<file path="src/rtl/mips_mc_ctrl_pkg.sv">
// Shared encodings for the multi-cycle MIPS control path: FSM states,
// opcodes, ALU and PC-source selects, plus the control-word struct.
package mips_mc_ctrl_pkg;

  localparam logic [2:0] S_IDLE   = 3'd0;
  localparam logic [2:0] S_FETCH  = 3'd1;
  localparam logic [2:0] S_DECODE = 3'd2;
  localparam logic [2:0] S_EXEC   = 3'd3;
  localparam logic [2:0] S_MEM    = 3'd4;
  localparam logic [2:0] S_WB     = 3'd5;

  localparam logic [2:0] OP_ADD = 3'b000;
  localparam logic [2:0] OP_SUB = 3'b001;
  localparam logic [2:0] OP_AND = 3'b010;
  localparam logic [2:0] OP_OR  = 3'b011;
  localparam logic [2:0] OP_LW  = 3'b100;
  localparam logic [2:0] OP_SW  = 3'b101;
  localparam logic [2:0] OP_BEQ = 3'b110;
  localparam logic [2:0] OP_JMP = 3'b111;

  localparam logic [1:0] ALU_ADD = 2'b00;
  localparam logic [1:0] ALU_SUB = 2'b01;
  localparam logic [1:0] ALU_AND = 2'b10;
  localparam logic [1:0] ALU_OR  = 2'b11;

  localparam logic [1:0] PC_INC = 2'b00;
  localparam logic [1:0] PC_BR  = 2'b01;
  localparam logic [1:0] PC_JMP = 2'b10;

  // One cycle's worth of control outputs
  typedef struct packed {
    logic       mem_req;
    logic       mem_we;
    logic       pc_en;
    logic       ir_en;
    logic       ab_en;
    logic       aluout_en;
    logic       mdr_en;
    logic       rf_we;
    logic [1:0] pc_src;
    logic [1:0] alu_op;
    logic       alu_src_b;
    logic       wb_sel;
  } ctrl_t;

endpackage

</file>
<file path="src/rtl/mem_wait_timer.sv">
// Memory wait counter: counts stalled request cycles and flags the cycle
// whose stall would bring the count up to TIMEOUT.
module mem_wait_timer #(
  parameter int TIMEOUT = 15
) (
  input  logic clk,
  input  logic rst,
  input  logic clr,
  input  logic inc,
  output logic timeout
);

  logic [7:0] cnt;
  logic [7:0] cnt_inc;

  assign cnt_inc = cnt + 8'd1;
  // inc is already gated by !mem_ready, so a completing access never times out
  assign timeout = inc && (cnt_inc == 8'(TIMEOUT));

  // Wait count: cleared on every FSM transition, stepped on stalled cycles
  always_ff @(posedge clk or posedge rst) begin
    if (rst)      cnt <= '0;
    else if (clr) cnt <= '0;
    else if (inc) cnt <= cnt_inc;
  end

endmodule

</file>
<file path="src/rtl/mips_mc_ctrl.sv">
// Multi-cycle control FSM for the 8-bit MIPS core. Mealy outputs drive the
// datapath load enables; memory accesses are timed out via mem_wait_timer.
module mips_mc_ctrl
  import mips_mc_ctrl_pkg::*;
#(
  parameter int TIMEOUT = 15,
  parameter int CNT_W   = 16
) (
  input  logic             clk,
  input  logic             reset,
  input  logic             run,
  input  logic [2:0]       opcode,
  input  logic             zero,
  input  logic             mem_ready,
  output logic             mem_req,
  output logic             mem_we,
  output logic             pc_en,
  output logic             ir_en,
  output logic             ab_en,
  output logic             aluout_en,
  output logic             mdr_en,
  output logic             rf_we,
  output logic [1:0]       pc_src,
  output logic [1:0]       alu_op,
  output logic             alu_src_b,
  output logic             wb_sel,
  output logic             err,
  output logic [CNT_W-1:0] instr_count,
  output logic [2:0]       state
);

  logic [2:0]       state_q, state_d, next_fetch;
  logic             err_q, set_err, retire, tmo, in_access, clr_wait, inc_wait;
  logic [CNT_W-1:0] cnt_q;
  ctrl_t            c;

  // After retiring, dropping run parks the FSM in IDLE instead of fetching
  assign next_fetch = run ? S_FETCH : S_IDLE;
  assign in_access  = (state_q == S_FETCH) || (state_q == S_MEM);
  assign inc_wait   = in_access && !mem_ready;
  assign clr_wait   = (state_d != state_q);

  mem_wait_timer #(.TIMEOUT(TIMEOUT)) u_wait (
    .clk     (clk),
    .rst     (reset),
    .clr     (clr_wait),
    .inc     (inc_wait),
    .timeout (tmo)
  );

  // Next-state and Mealy output decode
  always_comb begin
    c       = '0;
    state_d = state_q;
    retire  = 1'b0;
    set_err = 1'b0;
    case (state_q)
      S_IDLE: if (run && !err_q) state_d = S_FETCH;
      S_FETCH: begin
        c.mem_req = 1'b1;
        if (mem_ready) begin
          c.ir_en  = 1'b1;
          c.pc_en  = 1'b1;
          c.pc_src = PC_INC;
          state_d  = S_DECODE;
        end else if (tmo) begin
          set_err = 1'b1;
          state_d = S_IDLE;
        end
      end
      S_DECODE: begin
        c.ab_en = 1'b1;
        state_d = S_EXEC;
      end
      S_EXEC: begin
        case (opcode)
          OP_LW, OP_SW: begin
            c.alu_op    = ALU_ADD;
            c.alu_src_b = 1'b1;
            c.aluout_en = 1'b1;
            state_d     = S_MEM;
          end
          OP_BEQ: begin
            c.alu_op = ALU_SUB;
            c.pc_en  = zero;
            c.pc_src = PC_BR;
            retire   = 1'b1;
            state_d  = next_fetch;
          end
          OP_JMP: begin
            c.pc_en  = 1'b1;
            c.pc_src = PC_JMP;
            retire   = 1'b1;
            state_d  = next_fetch;
          end
          default: begin
            c.alu_op    = opcode[1:0];
            c.aluout_en = 1'b1;
            state_d     = S_WB;
          end
        endcase
      end
      S_MEM: begin
        c.mem_req = 1'b1;
        c.mem_we  = (opcode == OP_SW);
        if (mem_ready) begin
          if (opcode == OP_SW) begin
            retire  = 1'b1;
            state_d = next_fetch;
          end else begin
            c.mdr_en = 1'b1;
            state_d  = S_WB;
          end
        end else if (tmo) begin
          set_err = 1'b1;
          state_d = S_IDLE;
        end
      end
      S_WB: begin
        c.rf_we  = 1'b1;
        c.wb_sel = (opcode == OP_LW);
        retire   = 1'b1;
        state_d  = next_fetch;
      end
      default: state_d = S_IDLE;
    endcase
  end

  // State register
  always_ff @(posedge clk or posedge reset) begin
    if (reset) state_q <= S_IDLE;
    else       state_q <= state_d;
  end

  // Sticky timeout flag; only reset clears it
  always_ff @(posedge clk or posedge reset) begin
    if (reset)        err_q <= 1'b0;
    else if (set_err) err_q <= 1'b1;
  end

  // Retired-instruction counter, wraps naturally
  always_ff @(posedge clk or posedge reset) begin
    if (reset)       cnt_q <= '0;
    else if (retire) cnt_q <= cnt_q + CNT_W'(1);
  end

  assign mem_req     = c.mem_req;
  assign mem_we      = c.mem_we;
  assign pc_en       = c.pc_en;
  assign ir_en       = c.ir_en;
  assign ab_en       = c.ab_en;
  assign aluout_en   = c.aluout_en;
  assign mdr_en      = c.mdr_en;
  assign rf_we       = c.rf_we;
  assign pc_src      = c.pc_src;
  assign alu_op      = c.alu_op;
  assign alu_src_b   = c.alu_src_b;
  assign wb_sel      = c.wb_sel;
  assign err         = err_q;
  assign instr_count = cnt_q;
  assign state       = state_q;

endmodule

</file>
<file path="config.mk">
export PLATFORM = sky130hd
export DESIGN_NAME = mips_mc_ctrl
export DESIGN_NICKNAME = d
export VERILOG_FILES = /design/src/rtl/mips_mc_ctrl_pkg.sv /design/src/rtl/mem_wait_timer.sv /design/src/rtl/mips_mc_ctrl.sv
export SDC_FILE = /design/constraint.sdc
export NUM_CORES = 1
export LEC_CHECK = 0
export BUFFER_PORTS_ARGS = -buffer_cell sky130_fd_sc_hd__buf_4
export CORE_UTILIZATION = 35
export CTS_CLUSTER_DIAMETER = 120
export DETAILED_ROUTE_END_ITERATION = 6
export SYNTH_ARGS = -nofsm -noshare
export SYNTH_HDL_FRONTEND = slang
export SYNTH_SLANG_ARGS = --single-unit
</file>
<file path="constraint.sdc">
create_clock -name clk -period 2.2 [get_ports clk]
set_clock_uncertainty 0.2 [all_clocks]
set_input_delay 0.33 -clock clk [delete_from_list [all_inputs] [get_ports clk]]
set_output_delay 0.33 -clock clk [all_outputs]
set_load 0.01 [all_outputs]
</file>
## After elaboration in Yosys (flattened, before gate mapping)

Cells that the tools add are included.
Widths: inputs -> output; s select.

| word-level totals | value |
|---|---|
| ROM bits | 0 |
| input port bits | 8 |
| latch bits | 0 |
| memories kept | 0 |
| register bits after elaboration | 28 |
| bits in writable memories | 0 |

| operators by class | value |
|---|---|
| div/mod/pow operators | 0 |
| reduce and logical (&&, ||, !) cells | 12 |
| $lt $le $gt $ge | 0 |
| $add $sub $neg | 2 |
| shift-type cells | 0 |
| bitwise logic cells | 0 |
| multiply operators | 0 |
| multiplexer cells | 36 |
| equal/unequal tests | 11 |

Operator list:

| operator | count |
|---|---|
| $mux 1 | 19 |
| $eq 3x3->1 const B | 6 |
| $mux 3 | 6 |
| $pmux 3 s6 | 1 |
| $add 16x1->16 const B | 1 |
| $mux 8 | 2 |
| $add 8x1->8 const B | 1 |
| $eq 8x4->1 const B | 1 |
| $pmux 2 s2 | 2 |
| $eq 3x2->1 const B | 2 |
| $pmux 3 s2 | 1 |
| $reduce_or 2->1 | 3 |
| $mux 2 | 2 |
| $pmux 1 s2 | 2 |
| $eq 3x1->1 const B | 1 |
| $logic_and 1x1->1 | 3 |
| $logic_not 3->1 | 1 |
| $ne 3x3->1 | 1 |
| $pmux 1 s3 | 1 |
| $reduce_or 3->1 | 1 |
| $logic_not 1->1 | 2 |
| $reduce_bool 2->1 | 1 |
| $logic_or 1x1->1 | 1 |

## Logic depth before layout (Yosys ltp)

Gate-level depths: netlist of run 1.

| logic depth | value |
|---|---|
| word-level depth | 9 |
| gate-level depth with buffers | 6 |
| mapped depth without buffers | 6 |

## Cells and area by module

A second synthesis of run 1 with hierarchy kept.

| unflattened totals | value |
|---|---|
| cell total of the unflattened synthesis | 163 |
| area total of the unflattened synthesis | 1580.3 um^2 |

Modules (own cells, without submodules):

| module | times used | area each (um^2) | seq. area each (um^2) | cells each |
|---|---|---|---|---|
| mips_mc_ctrl | 1 | 1108.6 | 500.5 | 114 |
| mem_wait_timer | 1 | 471.7 | 200.2 | 49 |

## Worst setup path before layout of run 1

OpenSTA, ideal clock, no wires.

| path | value |
|---|---|
| path kind | flip-flop to flip-flop |
| start point | register u_wait.cnt[0] |
| end point | register state_q[0], in the netlist state[0] |
| cell stages (with the launch flop) | 7 |
| data arrival time | 1.670 ns |
| path buffers | 0 |
| period minus slack after synthesis | 2.009 ns |
| path slack | 0.191 ns |
| cell sequence | dfrtp_1 -> ha_1 -> or4bb_1 -> o211ai_1 -> nand4b_1 -> nor2_1 -> o221ai_1 |

| on the way | value |
|---|---|
| cells in the longest elaborated chain, start to end | 6 |

Ends and longest elaborated chain:

| element | line | text |
|---|---|---|
| from (decl) | mem_wait_timer.sv:13 | `logic [7:0] cnt;` |
| from (signal assigned) | mem_wait_timer.sv:24 | `else if (inc) cnt <= cnt_inc;` |
| $add 8x1->8 * | mem_wait_timer.sv:16 | `assign cnt_inc = cnt + 8'd1;` |
| $eq 8x4->1 * | mem_wait_timer.sv:18 | `assign timeout = inc && (cnt_inc == 8'(TIMEOUT));` |
| $logic_and 1x1->1 * | mem_wait_timer.sv:18 |  |
| $mux 3 * | mips_mc_ctrl.sv:66, mips_mc_ctrl.sv:114 |  |
| $mux 3, on equally long branches | mips_mc_ctrl.sv:106, mips_mc_ctrl.sv:61 |  |
| $pmux 3 s6 * | mips_mc_ctrl.sv:57 | `case (state_q)` |
| net state_d[0] | mips_mc_ctrl.sv:32 | `logic [2:0] state_q, state_d, next_fetch;` |
| to (signal assigned) | mips_mc_ctrl.sv:132 | `else state_q <= state_d;` |
| to (decl) | mips_mc_ctrl.sv:32 |  |

Mark *: on every way through the listed nets, which the timed path passes. The rest lies on a longest branch.
A chain may end at the register's enable or synchronous reset.

## Final worst setup path of run 1

| path | value |
|---|---|
| start point | register state_q[2], in the netlist state[2] |
| end point | output alu_op[1] |

| on the way | value |
|---|---|
| cells in the longest elaborated chain, start to end | 2 |

Ends and longest elaborated chain:

| element | line | text |
|---|---|---|
| $eq 3x2->1 | mips_mc_ctrl.sv:57 |  |
| $mux 3 | mips_mc_ctrl.sv:57 |  |
| to (decl) | mips_mc_ctrl.sv:24 | `output logic [1:0] alu_op,` |

No other way between the ends.

==> results of run 1 <==
sequential cells by signal (all words and copies together), names as in the netlist:
register     flops
state            3
instr_count     16
u_wait.cnt       8
err              1
cell usage in the layout, fill, tap and decap left out, types with 3 or more instances in the layout:
cell type	instances
dfrtp_2	3
a21oi_1	5
and3_1	5
nand3_1	11
nor3_1	4
nand2b_1	6
clkbuf_8	3
nor2_1	20
dfrtp_1	25
o21ai_0	4
xnor2_1	11
nand4_1	5
nand3b_1	3
buf_4	56
and2_1	3
nand2_1	10
inv_1	4
nand4b_1	3
xor2_1	12
logic make-up after synthesis:
family / count (synthesis) / share of synthesized area (%)
flip-flops: 28 / 42.0
AO/OA/AOI/OAI: 20 / 9.30
AND/OR/NAND/NOR: 88 / 29.7
multiplexers: 3 / 2.18
buffers and inverters: 9 / 2.48
XOR/XNOR: 23 / 12.1
adder cells (fa/ha/maj): 3 / 2.25
worst max-delay path, cell delays in order, from the launching register on:
cell and delay [ps]:
dfrtp_2 420, buf_4 160, nand3b_1 250, buf_4 200, nor3b_2 160, buf_4 140
final cells by class:
cell class | instances | area (sq um)
multi-input combinational | 137 | 938
tap | 52 | 65.1
clock buffer | 3 | 41.3
timing repair buffer | 57 | 430
inverter | 4 | 15.0
clock inverter | 1 | 30.0
fill | 415 | 2250
sequential | 28 | 704
per-layer routing:
metal,GRT usage (%),vias up,wire length [microns]
met3,3.13,2,119
li1,-,721,-
met1,20.7,685,1790
met5,0,-,0
met4,2.00,0,8
met2,25.0,24,1750
synth_stat cells (2+ instances only):
master and instances:
dfrtp_1 28, nor2_1 22, xor2_1 12, nand3_1 11, xnor2_1 11, nand2_1 10
nand2b_1 6, a21oi_1 5, and3_1 5, nand4_1 5, inv_1 4, nor3_1 4
o21ai_0 4, and2_1 3, buf_2 3, ha_1 3, nand3b_1 3, nand4b_1 3
nor3b_1 3, and3b_1 2, mux2_2 2, nor2b_1 2, or2_1 2, or3_1 2
report_power, final:
group / internal (mW) / switching [mW] / leakage, nW
combinational: 0.523 / 0.457 / 0.642
clock: 0.243 / 0.161 / 0.0357
sequential: 0.597 / 0.108 / 0.376
total: 1.36 / 0.726 / 1.05
worst paths after layout:
check,to,slack (ps),start,depth (start not counted)
max in group asynchronous,state[0]$_DFF_PP0_,1030,reset,4
worst max-delay path,alu_op[1],70,state[2]$_DFF_PP0_,5
worst max register to register,instr_count[15]$_DFFE_PP0P_,100,state[2]$_DFF_PP0_,7
min in group asynchronous,u_wait.cnt[2]$_DFFE_PP0P_,480,reset,4
worst min register to register,instr_count[15]$_DFFE_PP0P_,270,instr_count[15]$_DFFE_PP0P_,1
worst min-delay path,state[0]$_DFF_PP0_,140,run,3
timing repair:
item                                   4_1_cts  5_1_grt
gates resized for setup                      0        7
setup endpoints to repair                    0        7
setup buffers                                0        7
endpoints found under the hold margin       28        0
hold buffers                                 1        0
stage by stage:
stage,TNS (ps),hold WS (ps),instance area [sq um],setup WS [ps],total power [mW]
final,0,142,2220,73.0,2.09
after floorplan,0,195,1670,191,1.23
after global routing,-0.973,181,2220,-0.973,2.23
after detailed placement,0,230,2070,79.3,1.61
after global placement,0,222,2070,115,1.61
after CTS,0,138,2160,17.5,2.03
==> reports/results.txt, run 1 <==
status: complete, no violations
fin crit period: 2130 ps
DR vias/cell: 5.08
Die X-Extent: 71.0 microns
Rows: 24
dpl hpwl: 2600 microns
nets@finish: 242
Clock Tree Root: clkbuf_8
Antenna Violating Nets Remaining: 0
DR pass1 iterations: 4
asr flop ratio synth: 100%
layout cells sized above 1: 33.0%
Main synth FF type: dfrtp_1
WP data arrival: 1600 ps
top cell type by total area after synthesis: dfrtp_1
Hold Vio Cnt, Final: 0
Final Max Tran Viols: 0
DR WL/cell: 13.0 microns
placed insts: 270
Worst-Skew Late Latency: 270 ps
clock tree buffer depth: 2
grt total ovfl: 0
relative slew slack: 76.0%
FF+latch count, synth: 28
DRT Wirelength: 3660 microns
number of enable flip-flop cells after synthesis: 0
total global-route track usage: 15.0%
Final Setup Violations: 0
CP Launch Type: register
# diodes: 0
HP Class: primary input to register
Syn Std Cell Area: 0.00167 sq mm
Worst Path Required: 1670 ps
Reg clk slew, reported paths: 100 ps
# clock sinks: 28
kind of end point of the critical path: output port
cells after synthesis: 174
routed vias: 1432
post-synthesis net count: 185
Die Span Y: 71.0 microns
initial antenna violation count: 0
Yosys top cell area share: 42.0%
Port Buffers: 41
Crit Path Max Fanout: 8
Die Area: 0.00505 sq mm
Initial Util: 37.3%
num ports: 42
CTS tree: done
pwr dens: 939 mW/mm^2
area delta synth->final: 33.4%
total CTS buffers: 3
utilization after layout: 49.7%
leakage dissipation: 1.05 nW
initial detailed-routing violation count: 65
Final Wtd Congestion: 0.785
Max Cap Viol: 0
register area share after synthesis: 42.0%
final period utilization: 96.7%
Synth area leaders: dfrtp_1 (42%), xor2_1 (6.3%), xnor2_1 (5.8%)
fmax: 470 MHz
Syn Area/Cell: 9.59 sq um
VDD IR max: 0.391 mV
core footprint: 0.00447 sq mm
Setup CP Type: register to output port
first-pass GRT wire length: 6160 microns
post-synth cell types: 43
fin cells: 282
largest net degree at the start of global routing: 29
vias in the first global route: 1302
H-tree lvl count: 1
Least-Margin Pin Slew: 361 ps
drt drc: 0
Yosys warning total: 0
(Power assumes the default switching activity.)
==> run 2: changes to the inputs <==
--- a/config.mk
+++ b/config.mk
@@ -11,4 +11,5 @@
 export DETAILED_ROUTE_END_ITERATION = 6
 export SYNTH_ARGS = -nofsm -noshare
 export SYNTH_HDL_FRONTEND = slang
+export SYNTH_HIERARCHICAL = 1
 export SYNTH_SLANG_ARGS = --single-unit
==> run 2 against run 1 <==
  * Hold slack got worse by 0.97 ps
  * Clock power rose by 1%
  * First-iteration DRC count fell by 52%
  * Sequential power fell by 3%
  * Synthesized area fell by 5.3%
  * Synthesized cell count fell by 6.3%
  * Worst setup slack improved by 7.1 ps
  * Fmax rose by 0.33%
  * Combinational power fell by 7.1%
==> reports/results.txt, run 2 <==
fmax: 472 MHz (+0.33%)
kind of end point of the critical path: register
area delta synth->final: 36.7%
status: complete, no violations
Max Cap Viol: 0 (unchanged)
RR Endpoint: state[2]$_DFF_PP0_
total CTS buffers: 3 (unchanged)
Main synth FF type: dfrtp_1
Die X-Extent: 69.2 microns (-2.6%)
num ports: 42 (unchanged)
CTS tree: done
Fin Setup TNS: 0 ps (unchanged)
first-pass GRT wire length: 5990 microns (-2.8%)
busiest grt layer: met2
grt met2 use: 24.6% (-0.40 points)
HP Class: primary input to register
Least-Margin Pin Slew: 296 ps (-64.5 ps)
DR pass1 iterations: 4 (unchanged)
vias in the first global route: 1304 (+0.15%)
Min-Delay Path Depth: 3 (unchanged)
asr flop ratio synth: 100% (unchanged)
H-tree lvl count: 1 (unchanged)
layout cells sized above 1: 34.9% (+1.8 points)
max FFs per register: 16 (unchanged)
WP data arrival: 2080 ps (+480 ps)
# diodes: 0 (unchanged)
commonest non-fill, non-tap cell in the layout: buf_4
post-synthesis net count: 174 (-5.9%)
Clock Tree Root: clkbuf_8
DRT Wirelength: 3480 microns (-4.9%)
clock tree buffer depth: 2 (unchanged)
Final Max Tran Viols: 0 (unchanged)
dpl hpwl: 2510 microns (-3.5%)
Worst Setup SP: u_wait/cnt[0]$_DFFE_PP0P_
drt drc: 0 (unchanged)
Antenna Violating Nets Remaining: 0 (unchanged)
final period utilization: 96.4% (-0.32 points)
Worst Path Required: 2160 ps (+490 ps)
core footprint: 0.00435 sq mm (-2.7%)
Port Buffers: 41 (unchanged)
top cell type by total area after synthesis: dfrtp_1
Rows: 24 (unchanged)
Syn Area/Cell: 9.69 sq um (+1.1%)
Hold Vio Cnt, Final: 0 (unchanged)
routed vias: 1354 (-5.4%)
M3 GR Usage: 2.76% (-0.37 points)
FILL cells: 414 (-0.24%)
RSZ-0062 raised after global routing: true
Reg clk slew, reported paths: 100 ps (about the same)
Yosys warning total: 6 (+6)
post-synth cell types: 39 (-9.3%)
cells after synthesis: 163 (-6.3%)
Synth area leaders: dfrtp_1 (44%), xnor2_1 (8.9%), xor2_1 (6.1%)
# clock sinks: 28 (unchanged)
leakage dissipation: 1.05 nW (-0.67%)
VDD IR max: 0.514 mV (+31%)
DR vias/cell: 5.01 (-1.2%)
nets@finish: 230 (-5.0%)
RR Startpoint: u_wait/cnt[0]$_DFFE_PP0P_
Initial Util: 36.3% (-0.98 points)
Yosys top cell area share: 44.3% (+2.3 points)
register area share after synthesis: 44.3% (+2.3 points)
CP Launch Type: register
Die Span Y: 69.2 microns (-2.6%)
fin crit period: 2120 ps (-7.05 ps)
Commonest cells post-synth: dfrtp_1 (28), nor2_1 (21), xnor2_1 (16)
Final Wtd Congestion: 0.803 (+2.4%)
Worst-Skew Late Latency: 280 ps (about the same)
Final Setup Violations: 0 (unchanged)
cell with the most instances after synthesis: dfrtp_1
most frequent cells in the layout: buf_4 (56), dfrtp_1 (28), nor2_1 (21)
met1 Resource Use GR: 20.9% (+0.23 points)
grt total ovfl: 0 (unchanged)
Setup CP Type: register to register
Final Hold Slack: 141 ps (-0.967 ps)
Tot Pwr: 2.01 mW (-4.0%)
reg2reg setup slack: 80 ps (-20 ps)
initial detailed-routing violation count: 31 (-52%)
initial antenna violation count: 0 (unchanged)
relative slew slack: 80.2% (+4.3 points)
largest net degree at the start of global routing: 21 (-28%)
DR WL/cell: 12.9 microns (-0.69%)
number of enable flip-flop cells after synthesis: 0 (unchanged)
CP Capture Point: state[2]$_DFF_PP0_
pwr dens: 928 mW/mm^2 (-1.2%)
Crit Path Max Fanout: 5 (-3)
FF+latch count, synth: 28 (unchanged)
Die Area: 0.00479 sq mm (-5.1%)
total global-route track usage: 15.1% (+0.072 points)
Syn Std Cell Area: 0.00158 sq mm (-5.3%)
Worst R2R Path Depth: 7 (unchanged)
==> run 2: changes by cell type after synthesis, moves of 3 or more <==
cell,previous run,this run
nand4_1,5,8
nand4b_1,3,0
o21ai_0,4,1
clkbuf_1,1,4
xnor2_1,11,16
==> run 2: area by class of cell <==
cell class | count | area [sq um] | share of cell area, %
multi-input combinational | 124 | 875 | 40.5
timing repair buffer | 57 | 430 | 19.9
inverter | 5 | 18.8 | 0.869
clock inverter | 1 | 30.0 | 1.39
sequential | 28 | 701 | 32.4
clock buffer | 3 | 41.3 | 1.91
tap | 52 | 65.1 | 3.01
==> run 2: metal layers <==
metal | wire length [microns] | vias to the layer above | share of wire [%]
met5 | 0 | - | 0
met4 | 18 | 0 | 0.52
met3 | 85 | 3 | 2.4
met2 | 1690 | 18 | 49
met1 | 1690 | 661 | 48
li1 | - | 672 | -
==> run 2: power breakdown <==
part           internal [mW]  switching [mW]
sequential             0.594          0.0921
combinational          0.443           0.468
clock                  0.244           0.165
total                   1.28           0.725
==> run 2: cell families after synthesis <==
| logic type | Yosys count | share of synthesized area (%) |
|---|---|---|
| multiplexers | 2 | 1.43 |
| XOR/XNOR | 27 | 15.0 |
| buffers and inverters | 11 | 3.17 |
| AO/OA/AOI/OAI | 13 | 6.18 |
| AND/OR/NAND/NOR | 79 | 27.6 |
| adder cells (fa/ha/maj) | 3 | 2.38 |
| flip-flops | 28 | 44.3 |
==> run 2: what timing repair did <==
action / in CTS / in global routing
gates resized for setup: 0 / 7
buffers inserted: 0 / 2
setup endpoints to repair: 0 / 11
hold buffers: 1 / 0
hold endpoints to repair: 28 / 0
==> run 2: worst min-delay path by stage <==
stage	end	from
after floorplan	u_wait/cnt[0]$_DFFE_PP0P_	reset
after global placement	u_wait/cnt[6]$_DFFE_PP0P_	reset
after detailed placement	u_wait/cnt[6]$_DFFE_PP0P_	reset
after CTS	state[0]$_DFF_PP0_	run
after global routing	state[0]$_DFF_PP0_	run
final	state[0]$_DFF_PP0_	run
==> run 2: worst max-delay path, stage by stage, from the launching register on <==
cell and delay, ps:
dfrtp_1 420, ha_4 200, xor2_1 120, nand4_1 160
nor4_4 370, nor2b_2 200, nor3_1 50, or2_2 280
==> run 2: metrics by stage <==
step	area (sq um)	utilization [%]	instances	setup WS, ps
detailed placement	2030	46.5	263	56.6
global placement	2030	46.5	263	101
floorplan	1590	-	163	36.3
CTS	2110	48.4	268	4.82
global route	2160	49.6	270	-22.5
finish	2160	49.6	270	80.0
==> run 3: changes to the inputs <==
--- a/config.mk
+++ b/config.mk
@@ -5,8 +5,10 @@
 export SDC_FILE = /design/constraint.sdc
 export NUM_CORES = 1
 export LEC_CHECK = 0
+export ABC_AREA = 1
 export BUFFER_PORTS_ARGS = -buffer_cell sky130_fd_sc_hd__buf_4
 export CORE_UTILIZATION = 35
+export CTS_BUF_LIST = sky130_fd_sc_hd__clkbuf_8
 export CTS_CLUSTER_DIAMETER = 120
 export DETAILED_ROUTE_END_ITERATION = 6
 export SYNTH_ARGS = -nofsm -noshare
==> run 3 against run 2 <==
  * The flow now finishes with violations (setup timing)
  * Count of clock-buffer cells in the layout unchanged
  * Non-clock buffer count increased by 16
  * Final cell count increased by 60%
  * Register-to-register slack got worse by 260 ps
  * Critical path type unchanged
  * Largest cell class unchanged
  * Highest routed layer unchanged
==> reports/results.txt, run 3 <==
status: finished, violations left
failing checks: setup timing
area occupied by multi-input gates: 0.00121 sq mm (+38%)
num ports: 42 (unchanged)
pwr dens: 856 mW/mm^2 (-7.8%)
Setup CP Type: register to register
largest net degree at the start of global routing: 21 (unchanged)
XOR/XNOR Fraction of Synth Area: 5.38% (-9.6 points)
WP data arrival: 2390 ps (+310 ps)
most frequent cells in the layout: nand2_1 (90), buf_4 (70), inv_1 (33)
Final Setup Violations: 8 (+8)
worst-path cell chain: nor2_4 -> nand2_2 -> a21oi_4 -> nand2_1 -> nor2_2 -> nand3_2 -> nor2_4 -> nor3_2 -> nand2_1 -> nand4_1 -> nand2_2 -> nand3_4 -> nor2_4 -> inv_4 -> o21ai_2
DR pass1 iterations: 5 (+1)
register area share after synthesis: 36.3% (-8.0 points)
Final Wtd Congestion: 0.934 (+16%)
fin crit period: 2380 ps (+260 ps)
DR WL/cell: 11.7 microns (-9.0%)
nets@finish: 375 (+63%)
relative slew slack: 72.5% (-7.8 points)
grt total ovfl: 0 (unchanged)
largest family of logic cells by synthesized area: simple AND/OR/NAND/NOR gates
post-synthesis net count: 302 (+74%)
Compound-Gate Fraction of Synth Area: 8.69% (+2.5 points)
fmax: 420 MHz (-11%)
CTS tree: done
Antenna Violating Nets Remaining: 0 (unchanged)
max FFs per register: 16 (unchanged)
initial detailed-routing violation count: 95 (+210%)
layout cells sized above 1: 35.8% (+0.95 points)
vias in the first global route: 1893 (+45%)
Yosys top cell area share: 36.3% (-8.0 points)
Rows: 26 (+8.3%)
final period utilization: 108% (+12 points)
reg2reg setup slack: -180 ps (-260 ps)
Hold Vio Cnt, Final: 0 (unchanged)
Clock Tree Root: clkbuf_8
Die Area: 0.00581 sq mm (+21%)
Main synth FF type: dfrtp_1
total global-route track usage: 17.8% (+2.7 points)
met1 Resource Use GR: 24.4% (+3.5 points)
drt drc: 0 (unchanged)
Crit Path Max Fanout: 4 (-1)
Reg area: 706 sq um (+0.71%)
H-tree lvl count: 1 (unchanged)
utilization after layout: 52.9% (+3.3 points)
grt met2 use: 28.6% (+4.0 points)
busiest grt layer: met2
post-synth cell types: 30 (-23%)
Post-Synth Adder-Cell Area: 1.95% (-0.43 points)
Worst Path Required: 2210 ps (+50 ps)
top cell type by total area after synthesis: dfrtp_1
Reg clk slew, reported paths: 100 ps (about the same)
Initial Util: 37.1% (+0.77 points)
routed vias: 2039 (+51%)
simple-gate share of the synthesized area: 37.6% (+10 points)
asr flop ratio synth: 100% (unchanged)
Die Span Y: 76.2 microns (+10%)
dpl hpwl: 3770 microns (+50%)
Yosys warning total: 6 (unchanged)
Final Worst Setup Slack: -180 ps (-260 ps)
cells after synthesis: 291 (+79%)
area delta synth->final: 42.8%
CP Launch Type: register
clock tree buffer depth: 2 (unchanged)
Syn Std Cell Area: 0.00193 sq mm (+22%)
cell with the most instances after synthesis: nand2_1
total CTS buffers: 3 (unchanged)
leakage dissipation: 1.35 nW (+29%)
DRT Wirelength: 5080 microns (+46%)
# clock sinks: 28 (unchanged)
HP Class: primary input to register
initial antenna violation count: 0 (unchanged)
commonest non-fill, non-tap cell in the layout: nand2_1
Syn Area/Cell: 6.63 sq um (-32%)
FILL cells: 534 (+29%)
VDD IR max: 0.694 mV (+35%)
Final Max Tran Viols: 0 (unchanged)
slowest CP cell: dfrtp_2
DR vias/cell: 4.71 (-6.1%)
Synth area leaders: dfrtp_1 (36%), nand2_1 (18%), nor2_1 (8.4%)
RSZ-0062 raised after global routing: true
Die X-Extent: 76.2 microns (+10%)
FF+latch count, synth: 28 (unchanged)
M3 GR Usage: 2.40% (-0.37 points)
core footprint: 0.00520 sq mm (+20%)
Fin Setup TNS: -1240 ps (-1240 ps)
Port Buffers: 41 (unchanged)
number of enable flip-flop cells after synthesis: 0 (unchanged)
mux contribution to synthesized area: 0% (-1.4 points)
first-pass GRT wire length: 8400 microns (+40%)
Least-Margin Pin Slew: 410 ps (+114 ps)
Crit path top cell by count: nor2_4
Worst-Skew Late Latency: 280 ps (about the same)
kind of end point of the critical path: register
Commonest cells post-synth: nand2_1 (95), nor2_1 (43), inv_1 (34)
Max Cap Viol: 0 (unchanged)
# diodes: 0 (unchanged)
CP max stage delay: 440 ps (+20 ps)
run 3: timing repair:
item	CTS	global route
hold buffers	1	0
endpoints found under the setup margin	8	13
pin swaps	17	18
resized for setup	16	27
setup buffers	7	5
endpoints found under the hold margin	28	0
run 3: stage by stage:
step | total power [mW] | worst slack [ps] | area [sq um] | hold slack [ps] | instances
after global placement | 1.85 | -140 | 2500 | 103 | 420
after detailed placement | 1.85 | -197 | 2500 | 106 | 420
after floorplan | 1.40 | -86.5 | 1980 | -54.3 | 291
after CTS | 2.31 | -143 | 2650 | 198 | 432
after global routing | 2.53 | -341 | 2760 | 226 | 433
final | 2.36 | -180 | 2760 | 217 | 433
run 3: power by group:
part | internal (mW) | switching [mW] | total [mW]
registers | 0.595 | 0.110 | 0.705
logic | 0.609 | 0.750 | 1.36
clock network | 0.126 | 0.168 | 0.294
total | 1.33 | 1.03 | 2.36
run 3: cell families (layout without fill, tap and decap cells):
logic type	count (synthesis)	count (layout)
fa+ha+maj	3	3
xor+xnor	11	11
buf+inv	45	117
simple gates	174	174
flops	28	28
compound gates	30	30
run 3: worst max-delay path, delay by kind of cell, from the launching register on:
kind | cells | cell delay, ps
buffers and inverters | 1 | 60
AND/OR/NAND/NOR | 12 | 1330
AO/OA/AOI/OAI | 2 | 280
flip-flops | 1 | 440
run 3: path summary, 6_finish.rpt:
path,end,cells past startpoint,start
max,u_wait/cnt[2]$_DFFE_PP0P_,15,state[0]$_DFF_PP0_
min,state[1]$_DFF_PP0_,3,mem_ready
max reg2reg,u_wait/cnt[2]$_DFFE_PP0P_,15,state[0]$_DFF_PP0_
min reg2reg,err$_DFFE_PP0P_,1,err$_DFFE_PP0P_
max in group asynchronous,state[1]$_DFF_PP0_,4,reset
min in group asynchronous,u_wait/cnt[5]$_DFFE_PP0P_,3,reset
run 3: final cells by class:
cell class / instances / share of cell area [%]
Multi-Input combinational cell: 218 / 43.8
Inverter: 40 / 5.54
Timing Repair Buffer: 73 / 20.3
Clock buffer: 3 / 1.50
Tap cell: 70 / 3.18
Sequential cell: 28 / 25.6
Clock inverter: 1 / 0.136
run 3: layer usage:
| metal | wire, microns | part of all wire [%] |
|---|---|---|
| met5 | 0 | 0 |
| met4 | 65 | 1.3 |
| met3 | 146 | 2.9 |
| met2 | 2430 | 48 |
| met1 | 2440 | 48 |
